[src/rtl/adma_dm_pkg.sv]
// Shared types and constants for the DMA source-side read host.
package adma_dm_pkg;

    typedef enum logic [1:0] {
        SPLIT_IDLE  = 2'd0,
        SPLIT_CALC  = 2'd1,
        SPLIT_ISSUE = 2'd2
    } split_state_e;

    localparam logic [1:0]  AXI_BURST_INCR = 2'b01;
    localparam int unsigned AXI_4KB        = 4096;

    localparam logic [1:0] RESP_OKAY   = 2'b00;
    localparam logic [1:0] RESP_SLVERR = 2'b10;
    localparam logic [1:0] RESP_DECERR = 2'b11;

endpackage

[src/rtl/adma_dm_rd_chn_trk.sv]
// Per-channel transfer tracker: busy flag, read ID, remaining beats,
// outstanding burst credit and sticky error.
module adma_dm_rd_chn_trk
    import adma_dm_pkg::*;
#(
    parameter int MST_ID_W     = 5,
    parameter int XFER_BEATS_W = 16,
    parameter int OSTD_W       = 2
) (
    input  logic                    clk,
    input  logic                    rst_n,
    input  logic                    start,
    input  logic [MST_ID_W-1:0]     start_id,
    input  logic [XFER_BEATS_W-1:0] start_beats,
    input  logic                    ar_inc,
    input  logic [MST_ID_W-1:0]     rid,
    input  logic                    r_hs,
    input  logic                    r_last,
    input  logic [1:0]              r_resp,
    input  logic                    err_clr,
    output logic                    busy,
    output logic                    id_match,
    output logic                    last_beat,
    output logic [OSTD_W-1:0]       ostd,
    output logic                    err
);

    logic [MST_ID_W-1:0]     id_q;
    logic [XFER_BEATS_W-1:0] beats_q;
    logic                    resp_err;

    always_comb begin
        id_match  = busy && (id_q == rid);
        last_beat = (beats_q == XFER_BEATS_W'(1));
        resp_err  = (r_resp == RESP_SLVERR) || (r_resp == RESP_DECERR);
    end

    always_ff @(posedge clk) begin
        if (!rst_n) begin
            busy    <= 1'b0;
            id_q    <= '0;
            beats_q <= '0;
            ostd    <= '0;
            err     <= 1'b0;
        end else begin
            if (start) begin
                busy    <= 1'b1;
                id_q    <= start_id;
                beats_q <= start_beats;
            end else if (r_hs) begin
                beats_q <= beats_q - 1'b1;
                if (last_beat) busy <= 1'b0;
            end

            case ({ar_inc, r_hs && r_last})
                2'b10:   ostd <= ostd + 1'b1;
                2'b01:   ostd <= ostd - 1'b1;
                default: ostd <= ostd;
            endcase

            // A new error in the same cycle as a clear must stick.
            if (r_hs && resp_err) err <= 1'b1;
            else if (err_clr)     err <= 1'b0;
        end
    end

    a_beat_overrun: assert property (@(posedge clk) disable iff (!rst_n)
        r_hs |-> (beats_q != '0));

endmodule

[src/rtl/adma_dm_rd_split_host.sv]
// Multi-channel DMA read host: splits transfers into 4KB-safe INCR bursts,
// enforces per-channel AR credit and routes R beats back by ID.
module adma_dm_rd_split_host
    import adma_dm_pkg::*;
#(
    parameter int DMA_CHN_NUM    = 4,
    parameter int SRC_ADDR_W     = 32,
    parameter int MST_ID_W       = 5,
    parameter int ATX_LEN_W      = 8,
    parameter int ATX_SRC_DATA_W = 256,
    parameter int XFER_BEATS_W   = 16,
    parameter int MAX_BURST      = 16,
    parameter int CHN_OSTD       = 2,
    parameter int DMA_CHN_NUM_W  = (DMA_CHN_NUM > 1) ? $clog2(DMA_CHN_NUM) : 1
) (
    input  logic                      clk,
    input  logic                      rst_n,
    input  logic [DMA_CHN_NUM_W-1:0]  xfer_chn_id,
    input  logic [MST_ID_W-1:0]       xfer_arid,
    input  logic [SRC_ADDR_W-1:0]     xfer_addr,
    input  logic [XFER_BEATS_W-1:0]   xfer_beats,
    input  logic                      xfer_vld,
    output logic                      xfer_rdy,
    output logic                      xfer_done,
    output logic [DMA_CHN_NUM_W-1:0]  xfer_done_chn,
    output logic [ATX_SRC_DATA_W-1:0] rdata,
    output logic [DMA_CHN_NUM_W-1:0]  rdata_chn,
    output logic                      rdata_last,
    output logic                      rdata_vld,
    input  logic                      rdata_rdy,
    output logic [DMA_CHN_NUM-1:0]    chn_err,
    input  logic [DMA_CHN_NUM-1:0]    err_clr,
    output logic                      unk_rid,
    output logic [MST_ID_W-1:0]       m_arid_o,
    output logic [SRC_ADDR_W-1:0]     m_araddr_o,
    output logic [ATX_LEN_W-1:0]      m_arlen_o,
    output logic [2:0]                m_arsize_o,
    output logic [1:0]                m_arburst_o,
    output logic                      m_arvalid_o,
    input  logic                      m_arready_i,
    input  logic [MST_ID_W-1:0]       m_rid_i,
    input  logic [ATX_SRC_DATA_W-1:0] m_rdata_i,
    input  logic [1:0]                m_rresp_i,
    input  logic                      m_rlast_i,
    input  logic                      m_rvalid_i,
    output logic                      m_rready_o
);

    localparam int BYTES  = ATX_SRC_DATA_W / 8;
    localparam int BSIZE  = $clog2(BYTES);
    localparam int OSTD_W = $clog2(CHN_OSTD + 1);

    split_state_e state, state_nxt;

    logic [DMA_CHN_NUM_W-1:0] cur_chn;
    logic [MST_ID_W-1:0]      cur_id;
    logic [SRC_ADDR_W-1:0]    cur_addr;
    logic [XFER_BEATS_W-1:0]  remaining, burst_len, calc_len, page_room;
    logic                     xfer_hs, credit_ok, match_any, r_hs_any;
    logic [DMA_CHN_NUM_W-1:0] match_chn;
    logic [DMA_CHN_NUM-1:0]   chn_busy, id_match, last_beat, start, ar_inc, r_hs;
    logic [OSTD_W-1:0]        chn_ostd [DMA_CHN_NUM];

    always_ff @(posedge clk) begin
        if (!rst_n) state <= SPLIT_IDLE;
        else        state <= state_nxt;
    end

    always_comb begin
        state_nxt = state;
        case (state)
            SPLIT_IDLE:  if (xfer_hs)   state_nxt = SPLIT_CALC;
            SPLIT_CALC:  if (credit_ok) state_nxt = SPLIT_ISSUE;
            SPLIT_ISSUE: if (m_arready_i)
                state_nxt = (remaining == burst_len) ? SPLIT_IDLE : SPLIT_CALC;
            default:     state_nxt = SPLIT_IDLE;
        endcase
    end

    always_comb begin
        xfer_rdy    = (state == SPLIT_IDLE) && !chn_busy[xfer_chn_id];
        m_arvalid_o = (state == SPLIT_ISSUE);
    end

    always_comb begin
        xfer_hs   = xfer_vld && xfer_rdy;
        credit_ok = chn_ostd[cur_chn] != OSTD_W'(CHN_OSTD);
        page_room = XFER_BEATS_W'((AXI_4KB - 32'(cur_addr[11:0])) >> BSIZE);
        calc_len  = remaining;
        if (calc_len > XFER_BEATS_W'(MAX_BURST)) calc_len = XFER_BEATS_W'(MAX_BURST);
        if (calc_len > page_room)                calc_len = page_room;
    end

    always_ff @(posedge clk) begin
        if (!rst_n) begin
            cur_chn    <= '0;
            cur_id     <= '0;
            cur_addr   <= '0;
            remaining  <= '0;
            burst_len  <= '0;
            m_arid_o   <= '0;
            m_araddr_o <= '0;
            m_arlen_o  <= '0;
        end else begin
            if (state == SPLIT_IDLE && xfer_hs) begin
                cur_chn   <= xfer_chn_id;
                cur_id    <= xfer_arid;
                cur_addr  <= xfer_addr;
                remaining <= xfer_beats;
            end
            if (state == SPLIT_CALC && credit_ok) begin
                burst_len  <= calc_len;
                m_arid_o   <= cur_id;
                m_araddr_o <= cur_addr;
                m_arlen_o  <= ATX_LEN_W'(calc_len - 1'b1);
            end
            if (state == SPLIT_ISSUE && m_arready_i) begin
                cur_addr  <= cur_addr + (SRC_ADDR_W'(burst_len) << BSIZE);
                remaining <= remaining - burst_len;
            end
        end
    end

    assign m_arsize_o  = 3'(BSIZE);
    assign m_arburst_o = AXI_BURST_INCR;

    // Busy-channel IDs are distinct, so at most one tracker matches.
    always_comb begin
        match_any = 1'b0;
        match_chn = '0;
        for (int unsigned i = 0; i < DMA_CHN_NUM; i++) begin
            if (id_match[i] && !match_any) begin
                match_any = 1'b1;
                match_chn = DMA_CHN_NUM_W'(i);
            end
        end
        rdata      = m_rdata_i;
        rdata_chn  = match_chn;
        rdata_vld  = m_rvalid_i && match_any;
        rdata_last = match_any && last_beat[match_chn];
        m_rready_o = match_any ? rdata_rdy : 1'b1;
        unk_rid    = m_rvalid_i && !match_any;
        r_hs_any   = rdata_vld && rdata_rdy;
        for (int unsigned i = 0; i < DMA_CHN_NUM; i++) begin
            start[i]  = xfer_hs && (xfer_chn_id == DMA_CHN_NUM_W'(i));
            ar_inc[i] = (state == SPLIT_ISSUE) && m_arready_i && (cur_chn == DMA_CHN_NUM_W'(i));
            r_hs[i]   = r_hs_any && (match_chn == DMA_CHN_NUM_W'(i));
        end
    end

    always_ff @(posedge clk) begin
        if (!rst_n) begin
            xfer_done     <= 1'b0;
            xfer_done_chn <= '0;
        end else begin
            xfer_done     <= r_hs_any && last_beat[match_chn];
            xfer_done_chn <= match_chn;
        end
    end

    for (genvar g = 0; g < DMA_CHN_NUM; g++) begin : g_trk
        adma_dm_rd_chn_trk #(
            .MST_ID_W    (MST_ID_W),
            .XFER_BEATS_W(XFER_BEATS_W),
            .OSTD_W      (OSTD_W)
        ) u_trk (
            .clk        (clk),
            .rst_n      (rst_n),
            .start      (start[g]),
            .start_id   (xfer_arid),
            .start_beats(xfer_beats),
            .ar_inc     (ar_inc[g]),
            .rid        (m_rid_i),
            .r_hs       (r_hs[g]),
            .r_last     (m_rlast_i),
            .r_resp     (m_rresp_i),
            .err_clr    (err_clr[g]),
            .busy       (chn_busy[g]),
            .id_match   (id_match[g]),
            .last_beat  (last_beat[g]),
            .ostd       (chn_ostd[g]),
            .err        (chn_err[g])
        );
    end

    a_zero_beats: assert property (@(posedge clk) disable iff (!rst_n)
        xfer_hs |-> (xfer_beats != '0));
    a_misaligned: assert property (@(posedge clk) disable iff (!rst_n)
        xfer_hs |-> ((xfer_addr & SRC_ADDR_W'(BYTES - 1)) == '0));

endmodule
[config.mk]
export PLATFORM = sky130hd
export DESIGN_NAME = adma_dm_rd_split_host
export DESIGN_NICKNAME = d
export VERILOG_FILES = /design/src/rtl/adma_dm_pkg.sv /design/src/rtl/adma_dm_rd_chn_trk.sv /design/src/rtl/adma_dm_rd_split_host.sv
export SDC_FILE = /design/constraint.sdc
export NUM_CORES = 1
export LEC_CHECK = 0
export BUFFER_PORTS_ARGS = -buffer_cell sky130_fd_sc_hd__buf_2
export CAP_MARGIN = 25
export CORE_AREA = 2 2 253 255
export DETAILED_ROUTE_END_ITERATION = 7
export DIE_AREA = 0 0 255 257
export SLEW_MARGIN = 0
export SYNTH_ARGS = -nofsm -noshare
export SYNTH_HDL_FRONTEND = slang
export SYNTH_SLANG_ARGS = --single-unit
[constraint.sdc]
create_clock -name clk -period 11 [get_ports clk]
set_clock_uncertainty 0.1 [all_clocks]
set_input_delay 0.55 -clock clk [delete_from_list [all_inputs] [get_ports clk]]
set_output_delay 0.55 -clock clk [all_outputs]
set_load 0.02 [all_outputs]
==> metrics.cfg, run 1 <==
[power]
p_comb_share_pct = 21.4
power_density_nw_per_um2 = 160
p_leak_nw = 5.52
clkPwrFrac_pct = 40.3
power.share.switching_pct = 31.8
power_frac_seq_pct = 38.3
vdd_drop_max_uv = 106
cellInternalPower_w = 0.00160
power_switching_w = 0.000744

[worst_setup_path]
worst_ep_arrival_time_ns = 4.48
path_buf_inv = 2
cp_slowest_cell = nor4_1
worst_path_most_repeated_cell = nor2_1
required_ns = 11.39
path_cells = nor4_1 -> and3_1 -> nand2b_1 -> o21a_1 -> nor2_1 -> inv_1 -> ha_1 -> nand4_1 -> nor2_1 -> o22ai_1 -> buf_4 -> mux2i_1 -> nand3_1 -> a311o_1 -> o211ai_1
slowest_delay_ns = 0.63
crit_path_end_kind = flop
worst_setup_path_start_kind = flop
critPathKind = flop to flop
path_delay_family = simple AND/OR/NAND/NOR gates
crit_fanout = 11

[job]
max_cap_violations = 0

[synth]
synth_area_per_cell_um2 = 7.83
yosys_warnings = 0
synth_edf_count = 0
ys_seq_elements = 221
synthesis.area_um2 = 14200
syn_inst = 1810
synth.distinct_cells = 84
async_flop_share_pct = 0
ys_seq_area_share_pct = 31.2
ys.flop_type = dfxtp_1

[clock_tree]
insertion_delay_ns = 0.57
cts_buffers = 28
cts_root_buf = clkbuf_16
cts_tree = built
path_clk_slew_ns = 0.06
cts_hold_buf = 0
post_cts_buffers = 0
cts_sinks = 221
postCtsResizedCells = 0
cts_buffer_depth = 3
cts-htree-levels = 1

[sta]
fin_tns_setup_ns = 0
setup_viol_count_final = 0
fin_hold_ws_ns = 0.106
relSlewSlack_pct = 34.5
finalMaxSlewViolations = 0
fin_crit_sh_pct = 37.2
worst_pin_slew_ns = 0.977
finalCriticalPeriod_ns = 4.09
rsz0062_at_grt = no
timing.fmax_ghz = 0.245
hold_viol_final = 0

[finish]
nets = 2019
final_cell_mix = nand2_1, dfxtp_1, a21oi_1, buf_2, nor2_1
drive_gt1_share_pct = 14.4
fin_cells = 2505
layout.cells.most_common = nand2_1
syn2layout_area_growth_pct = 3.44
fin_area_um2 = 14700

[global_route]
grt_usage_pct = 12.8
antenna_found_initial = 6
grt_max_degree = 120
grt_pass1_wl_um = 66000
grt_pass1_vias = 11306
grt_overflow_total = 0

[place]
dp_hpwl_um = 31200
gp_congestion = 0.814
placedCellCount = 2452
placedInstanceArea_um2 = 13700
io_buffers = 131

[floorplan]
fp.dieH_um = 257
die_w_um = 255
io_pins = 650
initial_core_util_pct = 22.6
fp.dieArea_um2 = 65500
core-area_um2 = 62700
std_cell_rows = 92

[detailed_routing]
viasPerCell = 4.72
drcViolationCount = 0
routed_wirelength_um = 43800
drt_iter0_drc = 640
vias = 11821
routedWlPerCell_um = 17.5
drt_pass1_iterations = 5
antenna_left = 0

[run_status]
outcome = finished, final reports clean

[min_path]
hp-class = primary input to flop

## per-layer routing
metal	routed length [µm]	track usage, %
met5	23	0.0752
met1	18200	15.3
met3	3150	3.31
met4	2620	7.81
met2	19800	20.5
## power groups by stage
stage          Clock, W  Combinational [W]  Sequential (W)
6_report       0.000944           0.000501        0.000896
5_1_grt        0.000993           0.000563        0.000903
4_1_cts        0.000965           0.000507        0.000895
3_5_place_dp          0           0.000505        0.000912
3_3_place_gp          0           0.000502        0.000912
2_1_floorplan         0           0.000493        0.000906
## cells in the mapped netlist, drive strengths merged (35+ instances only)
cell    instances  area share, %
buf           282             15
nand2         253            6.7
clkbuf         73            1.9
xnor2          35            2.2
nor2          120            3.2
dfxtp         221             31
o21ai          45            1.6
nand3          46            1.7
a21oi         183            6.5
nor3           44            1.7
inv            42            1.1
ha             52            4.6
## tightest hold or removal path, stage by stage
cell	delay, ns
buf_2	0.07
nand3_1	0.05
o311ai_0	0.07
## worst paths after layout
path	start	endpoint	slack [ns]	depth (start not counted)
worst max register to register	cur_addr[4]$_SDFFE_PN0P_	m_arlen_o[6]$_SDFFE_PN0P_	6.91	15
worst max-delay path	cur_addr[4]$_SDFFE_PN0P_	m_arlen_o[6]$_SDFFE_PN0P_	6.91	15
worst min-delay path	xfer_addr[23]	cur_addr[23]$_SDFFE_PN0P_	0.11	3
worst min register to register	m_araddr_o[29]$_SDFFE_PN0P_	m_araddr_o[29]$_SDFFE_PN0P_	0.35	2
## area by class of cell
cell class	instances	area, µm²
Antenna cell	3	7.51
Clock buffer	39	812
Clock inverter	11	135
Fill cell	6967	48100
Inverter	42	163
Multi-Input combinational cell	1198	7290
Sequential cell	221	4420
Tap cell	846	1060
Timing Repair Buffer	145	761
## logic make-up (layout without fill, tap and decap cells)
logic type      after synthesis  after routing  synth area share, %
simple gates                622            622                 21.1
compound gates              425            425                 19.1
buf+inv                     397            237                 17.7
flops                       221            221                 31.2
xor+xnor                     62             62                 3.89
fa+ha+maj                    54             54                 4.88
mux                          27             27                 2.03
other cells                   2             11               0.0530
## through the flow
step	util [%]	setup slack, ns	power [W]
after floorplan	-	7.52	0.00140
after global placement	21.8	6.79	0.00141
after detailed placement	21.8	6.79	0.00142
after CTS	23.3	6.76	0.00237
after global routing	23.3	6.48	0.00246
final	23.4	6.91	0.00234
## sequential cells by signal, indices dropped and copies added (netlist names), 4 cells and up
register	flops
g_trk.u_trk.ostd	8
m_arlen_o	8
m_arid_o	5
g_trk.u_trk.busy	4
g_trk.u_trk.err	4
g_trk.u_trk.id_q	20
g_trk.u_trk.beats_q	64
cur_addr	32
remaining	16
burst_len	16
m_araddr_o	32
cur_id	5
Note: power is estimated with default switching activity, not from simulation.
==> run 2: changes to the inputs <==
--- a/config.mk
+++ b/config.mk
@@ -7,9 +7,9 @@
 export LEC_CHECK = 0
 export BUFFER_PORTS_ARGS = -buffer_cell sky130_fd_sc_hd__buf_2
 export CAP_MARGIN = 25
-export CORE_AREA = 2 2 253 255
+export CORE_AREA = 2 2 256 258
 export DETAILED_ROUTE_END_ITERATION = 7
-export DIE_AREA = 0 0 255 257
+export DIE_AREA = 0 0 258 260
 export SLEW_MARGIN = 0
 export SYNTH_ARGS = -nofsm -noshare
 export SYNTH_HDL_FRONTEND = slang
==> constraint.sdc (replaced) <==
create_clock -name clk -period 4.3 [get_ports clk]
set_clock_uncertainty 0.1 [all_clocks]
set_input_delay 0.215 -clock clk [delete_from_list [all_inputs] [get_ports clk]]
set_output_delay 0.215 -clock clk [all_outputs]
set_load 0.02 [all_outputs]
==> run 2 against run 1 <==
Against the previous run:
- sequential power rose to 2.6 times the previous value
- first-iteration DRC count rose by 18%
- register-to-register slack got worse by 6.5 ns
- power grew to 2.5 times the previous value
- cell area rose by 3.8%
- sequential share of layout area shrank 1.1 points
- core utilization is 0.36 points higher
- routed wire length up 3.4%
- fmax rose by 4.7%
==> metrics.cfg, run 2 (synthesized netlist as in run 1, its figures left out) <==
[clock_tree]
cts-htree-levels = 1  ; unchanged
cts_root_buf = clkbuf_16  ; unchanged
cts_buffer_depth = 3  ; unchanged
cts_sinks = 221  ; unchanged
path_clk_slew_ns = 0.07  ; was 0.06 ns
insertion_delay_ns = 0.55  ; was 0.57 ns
cts_buffers = 25  ; was 28
cts_tree = built  ; unchanged

[floorplan]
core-area_um2 = 64100  ; was 62700 µm²
fp.dieArea_um2 = 67100  ; was 65500 µm²
die_w_um = 258  ; was 255 µm
initial_core_util_pct = 22.1  ; was 22.6%
std_cell_rows = 93  ; was 92
fp.dieH_um = 260  ; was 257 µm
io_pins = 650  ; unchanged

[worst_setup_path]
reg2reg_slack_ns = 0.39  ; was 6.91 ns
r2r_cells = 15  ; unchanged
crit_fanout = 11  ; unchanged
crit_path_end_kind = flop  ; unchanged
required_ns = 4.67  ; was 11.39 ns
worst_ep_arrival_time_ns = 4.27  ; was 4.48 ns
crit_start = cur_addr[4]$_SDFFE_PN0P_  ; unchanged
worst_setup_path_start_kind = flop  ; unchanged
endpoint = m_arlen_o[6]$_SDFFE_PN0P_  ; unchanged
worstReg2RegStart = cur_addr[4]$_SDFFE_PN0P_  ; unchanged
critPathKind = flop to flop  ; unchanged
r2r_end = m_arlen_o[6]$_SDFFE_PN0P_  ; unchanged

[sta]
fin_tns_setup_ns = 0  ; unchanged
worst_pin_slew_ns = 0.990  ; was 0.977 ns
rsz0062_at_grt = no  ; unchanged
setup_viol_count_final = 0  ; unchanged
hold_viol_final = 0  ; unchanged
finalMaxSlewViolations = 0  ; unchanged
relSlewSlack_pct = 33.4  ; was 34.5%
fin_crit_sh_pct = 90.8  ; was 37.2%
finalCriticalPeriod_ns = 3.91  ; was 4.09 ns
timing.fmax_ghz = 0.256  ; was 0.245 GHz

[detailed_routing]
routedWlPerCell_um = 17.6  ; was 17.5 µm
viasPerCell = 4.67  ; was 4.72
drcViolationCount = 0  ; unchanged
drt_pass1_iterations = 5  ; unchanged
antenna_left = 0  ; unchanged
vias = 12022  ; was 11821
drt_iter0_drc = 752  ; was 640
routed_wirelength_um = 45300  ; was 43800 µm

[finish]
largest-register = g_trk.u_trk.beats_q  ; unchanged
fin_util_pct = 23.7  ; was 23.4%
largest_reg_flops = 64  ; unchanged
final_cell_mix = nand2_1, dfxtp_1, a21oi_1, buf_2, nor2_1  ; unchanged
layout.cells.most_common = nand2_1  ; unchanged
drive_gt1_share_pct = 14.0  ; was 14.4%
nFillCells = 7012  ; was 6967
multi_input_area_um2 = 7290  ; unchanged
reg.largest.list = g_trk.u_trk.beats_q x64, cur_addr x32, m_araddr_o x32  ; unchanged
syn2layout_area_growth_pct = 7.33  ; was 3.44%
nets = 2078  ; was 2019
seqCellArea_um2 = 4420  ; unchanged

[min_path]
min_path_cells = 3  ; unchanged
hp-class = primary input to flop  ; unchanged
min_from = xfer_beats[8]  ; was xfer_addr[23]

[job]
max_cap_violations = 0  ; unchanged

[power]
cellInternalPower_w = 0.00405  ; was 0.00160 W
power_density_nw_per_um2 = 389  ; was 160 nW/µm²
power.share.switching_pct = 31.6  ; was 31.8%
power_frac_seq_pct = 38.7  ; was 38.3%
p_leak_nw = 5.76  ; was 5.52 nW
clkPwrFrac_pct = 38.6  ; was 40.3%
p_comb_share_pct = 22.7  ; was 21.4%
vdd_drop_max_uv = 276  ; was 106 µV
power_switching_w = 0.00187  ; was 0.000744 W

[global_route]
grt_pass1_vias = 11484  ; was 11306
use_met2_pct = 21.4  ; was 20.5%
grt_max_degree = 106  ; was 120
grt_overflow_total = 0  ; unchanged
antenna_found_initial = 5  ; was 6
met3_usage_pct = 3.89  ; was 3.31%
grt_busiest_layer = met2  ; unchanged
grt_usage_pct = 12.9  ; was 12.8%
grt_pass1_wl_um = 68700  ; was 66000 µm
grtUsageMet1_pct = 15.0  ; was 15.3%

[run_status]
outcome = finished, final reports clean  ; unchanged

[place]
dp_hpwl_um = 33200  ; was 31200 µm
io_buffers = 131  ; unchanged
gp_congestion = 0.826  ; was 0.814

[run 2: final cells by class]
class                           instances  area share [%]
Multi-Input combinational cell       1198            48.0
Sequential cell                       221            29.1
Timing Repair Buffer                  207            9.08
Tap cell                              855            7.04
Clock buffer                           35            4.76
Inverter                               42            1.07
Clock inverter                         11           0.922
Antenna cell                            4          0.0658
[run 2: worst min path at each step]
stage                                                   to  slack, ns
floorplan                           cur_id[0]$_SDFFE_PN0P_       0.25
global placement                                rdata[102]       0.33
detailed placement                              rdata[102]       0.33
CTS                 g_trk[0].u_trk.beats_q[8]$_SDFFE_PN0P_      0.002
global route        g_trk[0].u_trk.beats_q[8]$_SDFFE_PN0P_       0.02
finish              g_trk[0].u_trk.beats_q[8]$_SDFFE_PN0P_       0.01
[run 2: worst max-delay path, cell delays in order (launching register included)]
cell and delay (ns):
dfxtp_1 0.34, nor4_1 0.29, buf_4 0.17, and3_1 0.23, nand2b_1 0.17, nor3_1 0.32, inv_1 0.11, ha_1 0.33
nand4_1 0.11, nor2_1 0.05, o22ai_1 0.39, buf_4 0.28, mux2i_1 0.34, nand3_1 0.19, a311o_1 0.31, o211ai_1 0.09
[run 2: stage by stage]
step / area, µm² / setup WS (ns) / hold slack, ns / instances / total power, W
5_1_grt: 15200 / 0.0214 / 0.0201 / 2570 / 0.00622
2_1_floorplan: 14200 / 0.820 / 0.251 / 1816 / 0.00358
3_3_place_gp: 13800 / 0.446 / 0.330 / 2466 / 0.00362
3_5_place_dp: 13800 / 0.476 / 0.330 / 2466 / 0.00363
4_1_cts: 15200 / 0.455 / 0.00213 / 2569 / 0.00598
6_report: 15200 / 0.394 / 0.0100 / 2573 / 0.00591
[run 2: power by group through the flow]
stage          registers (W)  logic, W  clock network (W)
2_1_floorplan        0.00232   0.00126                  0
3_3_place_gp         0.00233   0.00130                  0
3_5_place_dp         0.00233   0.00130                  0
4_1_cts              0.00229   0.00135            0.00234
5_1_grt              0.00231   0.00150            0.00241
6_report             0.00229   0.00134            0.00228
[run 2: timing repair]
item	in CTS	in global routing
setup buffers	0	0
hold buffers	57	0
resized for setup	0	0
hold endpoints to repair	91	0
[run 2: metal layers]
layer,share of wire (%),wire length (µm)
met5,0.026,12
met4,4.9,2240
met3,7.7,3480
met2,46,20800
met1,41,18700
==> run 3: changes to the inputs <==
--- a/config.mk
+++ b/config.mk
@@ -7,9 +7,10 @@
 export LEC_CHECK = 0
 export BUFFER_PORTS_ARGS = -buffer_cell sky130_fd_sc_hd__buf_2
 export CAP_MARGIN = 25
-export CORE_AREA = 2 2 256 258
+export CORE_AREA = 2 2 253 255
+export CTS_BUF_LIST = sky130_fd_sc_hd__clkbuf_4
 export DETAILED_ROUTE_END_ITERATION = 7
-export DIE_AREA = 0 0 258 260
+export DIE_AREA = 0 0 255 257
 export SLEW_MARGIN = 0
 export SYNTH_ARGS = -nofsm -noshare
 export SYNTH_HDL_FRONTEND = slang
==> run 3 against run 2 <==
Against the previous run:
- register-to-register slack is essentially flat
- routed wire length shrank 1.4%
- worst setup slack gained 0.0070 ns
- flip-flop and latch count is the same
- combinational power is essentially flat
- critical path type unchanged
- highest routed layer is now met4
==> metrics.cfg, run 3 (synthesized netlist as in run 1, its figures left out) <==
[run_status]
outcome = finished, final reports clean  ; unchanged

[sta]
timing.fmax_ghz = 0.256  ; about the same
worst_pin_slew_ns = 1.06  ; was 0.990 ns
fin_crit_sh_pct = 90.7  ; was 90.8%
fin_tns_setup_ns = 0  ; unchanged
relSlewSlack_pct = 28.5  ; was 33.4%
rsz0062_at_grt = no  ; unchanged
hold_viol_final = 0  ; unchanged
finalCriticalPeriod_ns = 3.90  ; was 3.91 ns
setup_viol_count_final = 0  ; unchanged
finalMaxSlewViolations = 0  ; unchanged

[global_route]
grt_overflow_total = 0  ; unchanged
grt_pass1_wl_um = 68300  ; was 68700 µm
antenna_found_initial = 4  ; was 5
grt_max_degree = 118  ; was 106
grt_usage_pct = 13.2  ; was 12.9%
grt_pass1_vias = 11908  ; was 11484

[worst_setup_path]
r2r_end = m_arlen_o[6]$_SDFFE_PN0P_  ; unchanged
path_delay_family = simple AND/OR/NAND/NOR gates  ; unchanged
path_buf_inv = 2  ; was 3
reg2reg_slack_ns = 0.40  ; was 0.39 ns
r2r_cells = 15  ; unchanged
worst_path_most_repeated_cell = nor2_1  ; was buf_4
required_ns = 4.85  ; was 4.67 ns
cp_slowest_cell = nor4_2  ; was o22ai_1
worst_ep_arrival_time_ns = 4.44  ; was 4.27 ns
worstReg2RegStart = cur_addr[4]$_SDFFE_PN0P_  ; unchanged
worst_setup_path_start_kind = flop  ; unchanged
critPathKind = flop to flop  ; unchanged
crit_fanout = 11  ; unchanged
crit_path_end_kind = flop  ; unchanged
path_cells = nor4_2 -> and3_1 -> nand2b_1 -> o21a_1 -> nor2_1 -> inv_1 -> ha_1 -> nand4_1 -> nor2_1 -> o22ai_1 -> buf_4 -> mux2i_1 -> nand3_1 -> a311o_1 -> o211ai_1  ; was nor4_1 -> buf_4 -> and3_1 -> nand2b_1 -> nor3_1 -> inv_1 -> ha_1 -> nand4_1 -> nor2_1 -> o22ai_1 -> buf_4 -> mux2i_1 -> nand3_1 -> a311o_1 -> o211ai_1
slowest_delay_ns = 0.39  ; about the same

[finish]
nets = 2119  ; was 2078
largest-register = g_trk.u_trk.beats_q  ; unchanged
drive_gt1_share_pct = 16.0  ; was 14.0%
reg.largest.list = g_trk.u_trk.beats_q x64, cur_addr x32, m_araddr_o x32  ; unchanged
fin_util_pct = 24.1  ; was 23.7%
largest_reg_flops = 64  ; unchanged
final_cell_mix = nand2_1, dfxtp_1, a21oi_1, buf_2, nor2_1  ; unchanged
layout.cells.most_common = nand2_1  ; unchanged
syn2layout_area_growth_pct = 6.80  ; was 7.33%

[clock_tree]
path_clk_slew_ns = 0.07  ; about the same
cts_root_buf = clkbuf_4  ; was clkbuf_16
cts-htree-levels = 2  ; was 1
cts_tree = built  ; unchanged
insertion_delay_ns = 0.76  ; was 0.55 ns
post_cts_buffers = 0  ; unchanged
cts_buffer_depth = 3  ; unchanged
cts_sinks = 221  ; unchanged
cts_buffers = 57  ; was 25

[power]
cellInternalPower_w = 0.00362  ; was 0.00405 W
power_switching_w = 0.00184  ; was 0.00187 W
power_density_nw_per_um2 = 361  ; was 389 nW/µm²
p_leak_nw = 5.78  ; was 5.76 nW
p_comb_share_pct = 24.6  ; was 22.7%
clkPwrFrac_pct = 33.6  ; was 38.6%
vdd_drop_max_uv = 148  ; was 276 µV
power_frac_seq_pct = 41.8  ; was 38.7%
power.share.switching_pct = 33.8  ; was 31.6%

[floorplan]
fp.dieArea_um2 = 65500  ; was 67100 µm²
fp.dieH_um = 257  ; was 260 µm
die_w_um = 255  ; was 258 µm
initial_core_util_pct = 22.6  ; was 22.1%
io_pins = 650  ; unchanged
core-area_um2 = 62700  ; was 64100 µm²
std_cell_rows = 92  ; was 93

[detailed_routing]
routed_wirelength_um = 44700  ; was 45300 µm
routedWlPerCell_um = 17.0  ; was 17.6 µm
drt_iter0_drc = 760  ; was 752
vias = 12334  ; was 12022
antenna_left = 0  ; unchanged
drcViolationCount = 0  ; unchanged
drt_pass1_iterations = 5  ; unchanged
viasPerCell = 4.70  ; was 4.67

[min_path]
min_from = m_rlast_i  ; was xfer_beats[8]
hp-class = primary input to flop  ; unchanged
min_path_cells = 5  ; was 3
whs_endpoint = g_trk[3].u_trk.ostd[0]$_SDFFE_PN0P_  ; was g_trk[0].u_trk.beats_q[8]$_SDFFE_PN0P_

[place]
io_buffers = 131  ; unchanged
gp_congestion = 0.841  ; was 0.826
dp_hpwl_um = 31900  ; was 33200 µm

[job]
max_cap_violations = 0  ; unchanged

==> run 3: cell count changes in the layout (fill, tap and decap cells not counted), sizes merged <==
cell | before | now
buf | 150 | 149
bufinv | 3 | 1
clkbuf | 35 | 82
clkinv | 5 | 12
dlygate4sd3 | 57 | 67
inv | 44 | 42
==> run 3: routing by layer <==
| layer | routed length, µm | GRT usage (%) |
|---|---|---|
| met1 | 18000 | 15.1 |
| met2 | 20000 | 20.8 |
| met3 | 3550 | 4.18 |
| met4 | 3110 | 9.45 |
| met5 | 0 | 0.0752 |
==> run 3: worst max-delay path by stage <==
stage                                         from                   endpoint  depth (start not counted)
after floorplan           cur_addr[4]$_SDFFE_PN0P_  m_arlen_o[6]$_SDFFE_PN0P_                         16
after global placement    cur_addr[4]$_SDFFE_PN0P_  m_arlen_o[6]$_SDFFE_PN0P_                         15
after detailed placement  cur_addr[4]$_SDFFE_PN0P_  m_arlen_o[6]$_SDFFE_PN0P_                         15
after CTS                 cur_addr[4]$_SDFFE_PN0P_  m_arlen_o[6]$_SDFFE_PN0P_                         15
after global routing      cur_addr[4]$_SDFFE_PN0P_  m_arlen_o[6]$_SDFFE_PN0P_                         15
final                     cur_addr[4]$_SDFFE_PN0P_  m_arlen_o[6]$_SDFFE_PN0P_                         15
==> run 3: timing repair <==
item,CTS,global route
endpoints found under the hold margin,149,0
endpoints found under the setup margin,0,1
resized for setup,0,1
hold buffers,67,0
==> run 3: power groups by stage <==
| stage | combinational (W) | clock (W) | sequential, W |
|---|---|---|---|
| after global routing | 0.00150 | 0.00201 | 0.00230 |
| final | 0.00134 | 0.00183 | 0.00229 |
| after detailed placement | 0.00129 | 0 | 0.00233 |
| after global placement | 0.00129 | 0 | 0.00233 |
| after floorplan | 0.00126 | 0 | 0.00232 |
| after CTS | 0.00135 | 0.00190 | 0.00228 |
==> run 3: area by class of cell <==
| class | count | area, µm² |
|---|---|---|
| repair buffers | 216 | 1470 |
| inverters | 42 | 163 |
| multi-input cells | 1198 | 7300 |
| well taps | 846 | 1060 |
| clock inverters | 14 | 85.1 |
| flip-flops and latches | 221 | 4420 |
| clock buffers | 82 | 616 |
| diodes | 4 | 10.0 |
| fillers | 6906 | 47600 |
==> run 3: through the flow <==
stage	total power (W)	std cells	worst slack (ns)	cell area, µm²	hold WS [ns]
global route	0.00581	2621	0.129	15100	0.0625
global placement	0.00362	2456	0.352	13700	0.330
finish	0.00546	2623	0.401	15100	0.0503
floorplan	0.00358	1816	0.820	14200	0.251
CTS	0.00553	2619	0.279	15100	0.00649
detailed placement	0.00362	2456	0.300	13700	0.330
==> run 3: worst register-to-register path: stages, from the launching register on <==
cell and delay [ns]:
dfxtp_1 0.34, nor4_2 0.39, and3_1 0.31, nand2b_1 0.18, o21a_1 0.21, nor2_1 0.16
inv_1 0.07, ha_1 0.29, nand4_1 0.11, nor2_1 0.05, o22ai_1 0.39, buf_4 0.28
mux2i_1 0.36, nand3_1 0.18, a311o_1 0.30, o211ai_1 0.09
